`src/rtl/text_pixel_fetcher_vertical.sv`:
```
// Consumer side of the vertical text pixel generator's toggle interface.
// Walks one frame in generator order and emits each 8-pixel byte on a valid/ready stream.
module text_pixel_fetcher_vertical #(
  parameter int PIXEL_COLS  = 128,
  parameter int PIXEL_BANDS = 8,
  parameter int LATENCY     = 4,
  parameter int COL_SZ      = $clog2(PIXEL_COLS),
  parameter int BAND_SZ     = $clog2(PIXEL_BANDS)
) (
  input  logic               clk,
  input  logic               reset_n,
  input  logic               start,
  input  logic               abort,
  output logic               busy,
  output logic               frame_done,
  output logic               toggle_restart,
  output logic               toggle_next,
  input  logic [7:0]         cur_pixels,
  output logic               m_valid,
  input  logic               m_ready,
  output logic [7:0]         m_data,
  output logic [COL_SZ-1:0]  m_col,
  output logic [BAND_SZ-1:0] m_band,
  output logic               m_last
);

  typedef enum logic [1:0] {ST_IDLE, ST_WAIT, ST_HOLD} state_t;

  localparam logic [3:0]         LAST_WAIT = 4'(LATENCY - 1);
  localparam logic [COL_SZ-1:0]  LAST_COL  = COL_SZ'(PIXEL_COLS - 1);
  localparam logic [BAND_SZ-1:0] LAST_BAND = BAND_SZ'(PIXEL_BANDS - 1);

  state_t              state, state_n;
  logic [3:0]          wait_cnt, wait_cnt_n;
  logic [COL_SZ-1:0]   col, col_n;
  logic [BAND_SZ-1:0]  band, band_n;
  logic                busy_n, frame_done_n, toggle_restart_n, toggle_next_n;
  logic                m_valid_n, m_last_n;
  logic [7:0]          m_data_n;
  logic [COL_SZ-1:0]   m_col_n;
  logic [BAND_SZ-1:0]  m_band_n;
  logic                last_pos;

  assign last_pos = (col == LAST_COL) && (band == LAST_BAND);

  always_ff @(posedge clk or negedge reset_n) begin
    if (!reset_n) begin
      state          <= ST_IDLE;
      wait_cnt       <= '0;
      col            <= '0;
      band           <= '0;
      busy           <= 1'b0;
      frame_done     <= 1'b0;
      toggle_restart <= 1'b0;
      toggle_next    <= 1'b0;
      m_valid        <= 1'b0;
      m_data         <= '0;
      m_col          <= '0;
      m_band         <= '0;
      m_last         <= 1'b0;
    end else begin
      state          <= state_n;
      wait_cnt       <= wait_cnt_n;
      col            <= col_n;
      band           <= band_n;
      busy           <= busy_n;
      frame_done     <= frame_done_n;
      toggle_restart <= toggle_restart_n;
      toggle_next    <= toggle_next_n;
      m_valid        <= m_valid_n;
      m_data         <= m_data_n;
      m_col          <= m_col_n;
      m_band         <= m_band_n;
      m_last         <= m_last_n;
    end
  end

  // Abort outranks everything else in a busy state, including a pending handshake.
  always_comb begin
    state_n          = state;
    wait_cnt_n       = wait_cnt;
    col_n            = col;
    band_n           = band;
    busy_n           = busy;
    frame_done_n     = 1'b0;
    toggle_restart_n = toggle_restart;
    toggle_next_n    = toggle_next;
    m_valid_n        = m_valid;
    m_data_n         = m_data;
    m_col_n          = m_col;
    m_band_n         = m_band;
    m_last_n         = m_last;

    case (state)
      ST_IDLE: begin
        if (start && !abort) begin
          toggle_restart_n = ~toggle_restart;
          busy_n           = 1'b1;
          col_n            = '0;
          band_n           = '0;
          wait_cnt_n       = '0;
          state_n          = ST_WAIT;
        end
      end

      ST_WAIT: begin
        if (abort) begin
          state_n   = ST_IDLE;
          m_valid_n = 1'b0;
          busy_n    = 1'b0;
          m_last_n  = 1'b0;
        end else if (wait_cnt == LAST_WAIT) begin
          m_data_n  = cur_pixels;
          m_col_n   = col;
          m_band_n  = band;
          m_last_n  = last_pos;
          m_valid_n = 1'b1;
          state_n   = ST_HOLD;
        end else begin
          wait_cnt_n = wait_cnt + 4'd1;
        end
      end

      ST_HOLD: begin
        if (abort) begin
          state_n   = ST_IDLE;
          m_valid_n = 1'b0;
          busy_n    = 1'b0;
          m_last_n  = 1'b0;
        end else if (m_valid && m_ready) begin
          m_valid_n = 1'b0;
          if (m_last) begin
            m_last_n     = 1'b0;
            busy_n       = 1'b0;
            frame_done_n = 1'b1;
            state_n      = ST_IDLE;
          end else begin
            toggle_next_n = ~toggle_next;
            wait_cnt_n    = '0;
            state_n       = ST_WAIT;
            if (col == LAST_COL) begin
              col_n  = '0;
              band_n = (band == LAST_BAND) ? '0 : band + BAND_SZ'(1);
            end else begin
              col_n = col + COL_SZ'(1);
            end
          end
        end
      end

      default: begin
        state_n = ST_IDLE;
      end
    endcase
  end

endmodule

```
`config.mk`:
```
export PLATFORM = sky130hd
export DESIGN_NAME = text_pixel_fetcher_vertical
export DESIGN_NICKNAME = d
export VERILOG_FILES = /design/src/rtl/text_pixel_fetcher_vertical.sv
export SDC_FILE = /design/constraint.sdc
export NUM_CORES = 1
export LEC_CHECK = 0
export BUFFER_PORTS_ARGS = -buffer_cell sky130_fd_sc_hd__clkbuf_2
export CORE_MARGIN = 2
export CORE_UTILIZATION = 59
export DETAILED_ROUTE_END_ITERATION = 10
export GPL_ROUTABILITY_DRIVEN = 0
export PLACE_DENSITY = 0.94
export SETUP_SLACK_MARGIN = 0.15
export SLEW_MARGIN = 10
export SYNTH_ARGS = -nofsm -noshare
export SYNTH_HDL_FRONTEND = slang
export SYNTH_SLANG_ARGS = --single-unit
```
`constraint.sdc`:
```
create_clock -name clk -period 3.22 [get_ports clk]
set_input_delay 0.483 -clock clk [delete_from_list [all_inputs] [get_ports clk]]
set_output_delay 0.483 -clock clk [all_outputs]
set_load 0.02 [all_outputs]
```
# After elaboration in Yosys (flattened, before gate mapping)
# Index checks and enable logic that the tools add are counted.
[word_totals]
register_bits = 40
out_inout_bits = 24
inputBits = 13
word_cells = 98
[op_classes]
addsub = 3
n_reduce_logical = 17
bitwise_logic = 4
eq_ne = 16
muxes = 45
[ops]
columns = ["cell", "count"]
rows = [
  ["$mux W7", 5],
  ["$mux W4", 6],
  ["$mux W3", 6],
  ["$mux W1", 16],
  ["$ne A2 B2 Y1 const B", 8],
  ["$pmux W7 S2", 1],
  ["$pmux W4 S3", 1],
  ["$mux W2", 5],
  ["$reduce_and A5 Y1", 2],
  ["$ne A3 B3 Y1 const B", 3],
  ["$reduce_and A3 Y1", 3],
  ["$add A7 B1 Y7 const B", 1],
  ["$eq A7 B7 Y1 const B", 1],
  ["$reduce_and A7 Y1", 1],
  ["$pmux W2 S3", 1],
  ["$pmux W3 S2", 1],
  ["$reduce_and A6 Y1", 1],
  ["$add A4 B1 Y4 const B", 1],
  ["$eq A4 B2 Y1 const B", 1],
  ["$not A1 Y1", 4],
  ["$pmux W1 S2", 2],
  ["$reduce_and A4 Y1", 1],
  ["$reduce_bool A2 Y1", 2],
  ["$add A3 B1 Y3 const B", 1],
  ["9 further kinds", 11],
]

# Logic depth before layout (Yosys ltp)
[depth]
ltp_word = 7
depth_mapped = 7

# Worst setup path after synthesis
# No wires, ideal clock.
[synth_path]
path_type = "register to register"
startpoint = "reg state[0]"
endpoint = "reg state[0]"
setup_slack_ns = 1.437
path_stages_with_launch = 7
required_time_ns = 3.095
setup_time_ns = 0.125
t_arrival_ns = 1.658
path_cell_list = "dfrtp_1 -> inv_1 -> ha_1 -> a21boi_1 -> a21oi_1 -> o21ai_0 -> mux2_2"
[synth_via]
elab_chain_cells = 3
[synth_rtl]
columns = ["item", "line_no", "text"]
rows = [
  ["start: declaration", "33", "state_t state, state_n;"],
  ["start signal: assignment", "62", "state <= state_n;"],
  ["$eq A2 B1 Y1 (tied with other cells)", "94", "case (state)"],
  ["$ne A3 B3 Y1 (no source line) / $ne A2 B2 Y1 (equally long branches)", "-", ""],
  ["$reduce_and A3 Y1 (no source line)", "-", ""],
]
# Parallel ways exist; a longest one is shown, timed or not.
# A chain may end at the register's enable or synchronous reset.

# Final worst setup path
# Same ends and word-level chain as after synthesis.

==> reports/summary.txt <==
Post-CTS Hold Buffers = 0
Drt wl/cell = 14.3 um
Global route overflow = 0
Crit Path Category = flip-flop to flip-flop
Post-synth cell types = 39
Mapped Avg Cell Area = 10.9 sq um
Worst skew pair latency = 0.36 ns
P_leak = 1.18 nW
Mapped Area = 2030 sq um
Antenna cells = 0
Largest delay share family, worst path = compound AO/OA/AOI/OAI gates
Reg clk slew, reported paths = 0.12 ns
Pre-antenna DRT Iters = 4
Yosys warnings = 0
Antenna violations before repair = 0
Layout cells sized above 1 = 33.3%
Post-Place Worst Slack = 0.942 ns
Synthesized net count = 209
Min cycle time layout = 2.35 ns
Number of global-route vias before repair = 1470
Status = complete, no violations
Rel. slew slack = 36.0%
Wire length of the first global-routing pass = 6490 um
Required time worst endpoint = 3.47 ns
Worst Setup End Kind = flip-flop
CP max stage delay = 0.46 ns
Power per cell area = 648 nW/um^2
Minimum hold slack = 0.254 ns
CTS sink count = 40
Setup Buffers After CTS = 0
Top cell type by total area after synthesis = dfrtp_1
RSZ-0062 raised after global routing = no
Crit path launch type = flip-flop
Register area share after synthesis = 49.3%
Number of synthesized flops with an enable pin = 0
Power, Total = 0.00151 W
Compound-gate portion of the synthesized area = 11.6%
CP max FO = 13
R2r worst-path depth = 6
Max cap viols = 0
Synth area leaders = dfrtp_1, mux2_2, ha_1
Detailed placement HPWL = 2780 um
Total GRT Usage = 21.0%
Peak supply drop = 437 uV
CP bufs+invs = 1
Most used DFF post-synth = dfrtp_1
Synth top area share = 49.3%
Setup_tns = 0 ns
Worst r2r src = state[0]
CP arrival = 2.60 ns
Commonest non-fill, non-tap cell in the layout = dfrtp_1
Root buffer cell = clkbuf_4
Number of synthesized register bits = 40
RR Endpoint = state[0]
CP max-delay cell = a21boi_1
FP Rows = 21
Tightest Pin Transition = 0.960 ns
Die width = 62.7 um
Die area = 3930 sq um
CTS Buffer Depth = 2
Initial Util = 61.4%
Port Buffers = 36
Synth Area in Adders = 6.16%
Mux share of post-synthesis cell area = 11.0%
Max-slew violation count = 0
Synth-to-Final Area Change = 15.1%
CTS H-tree depth = 2
CTS tree = yes
Synth Area in XOR/XNOR = 0.862%
CP Cell Sequence = inv_1 -> ha_1 -> a21boi_1 -> a21oi_1 -> o21ai_0 -> mux2_2
Final setup skew = 0.00977 ns
Fin crit share = 73.0%
Final Hold Viols = 0
Top Ports = 37
Commonest cells after routing, fill and taps aside = dfrtp_1, clkbuf_2, mux2_2
Core box area = 3310 sq um
Final wirelength = 3870 um
Via-to-Cell Ratio = 5.76
CTS Buf Count = 5
Simple-Gate Fraction of Synth Area = 18.5%
Min-delay worst type = input port to async pin
Final WS setup = 0.871 ns
# DRC = 0
Largest net degree at the start of global routing = 41
Routed Antenna Nets = 0
PostCTS Resize Cnt = 0
Post-synthesis cell count = 186
DRT iter0 DRCs = 120
Largest family of logic cells by synthesized area = simple AND/OR/NAND/NOR gates
Nets@finish = 247
Worst R2R Setup Slack = 0.87 ns
Vias = 1561
Die H = 62.7 um
Peak Freq = 0.426 GHz
Setup-failing EPs final = 0
FFs w/ async S/R, synth = 100%
## flip-flops by register name, indices dropped and copies added (netlist names)
register	flops
col	7
wait_cnt	4
m_last	1
state	2
band	3
m_data	8
toggle_next	1
busy	1
m_col	7
m_band	3
frame_done	1
m_valid	1
toggle_restart	1
## power breakdown
part | switching, W | internal (W) | leakage, nW
registers | 0.0000747 | 0.000597 | 0.546
clock network | 0.000175 | 0.000166 | 0.0418
logic | 0.000303 | 0.000199 | 0.595
total | 0.000553 | 0.000962 | 1.18
## per-stage QoR
step                      cell area (sq um)  util (%)  std cells
after floorplan                        2030         -        186
after global placement                 2250      68.1        263
after detailed placement               2250      68.1        263
after CTS                              2340      70.6        271
after global routing                   2340      70.6        271
final                                  2340      70.6        271
## area by class of cell
cell class                 count  area, sq um
sequential                    40         1000
multi-input combinational    132          978
fill                         253          972
timing repair buffer          37          188
tap                           46         57.6
clock inverter                 3         46.3
clock buffer                   5         37.5
inverter                       8         30.0
## worst max path at each step
stage,startpoint,endpoint,cells after the start
after global placement,state[1],m_col[0],5
after global routing,state[1],col[5],6
after detailed placement,state[0],state[0],6
after floorplan,state[0],state[0],6
after CTS,state[0],state[0],6
final,state[0],state[0],6
## Yosys cell counts (4+ instances only)
cell and number:
clkbuf_1 6, dfrtp_1 40, ha_1 10, inv_1 8
mux2_2 19, nand2_1 17, nand3_1 6, nand3b_1 5
nor2_1 7, o21ai_0 13, o221ai_1 7, or2_2 4
## routing by layer
metal / GRT usage, % / routed length (um) / vias to the layer above
met5: 0 / 0 / -
met3: 6.85 / 200 / 8
met2: 35.2 / 1860 / 42
met4: 6.39 / 51 / 0
li1: - / - / 750
met1: 25.8 / 1760 / 761
## cell families after synthesis
group                    Yosys count
AND/OR/NAND/NOR                   66
flip-flops                        40
AO/OA/AOI/OAI                     34
multiplexers                      20
buffers and inverters             14
adder cells (fa/ha/maj)           10
XOR/XNOR                           2
Note: power is estimated with default switching activity, not from simulation.
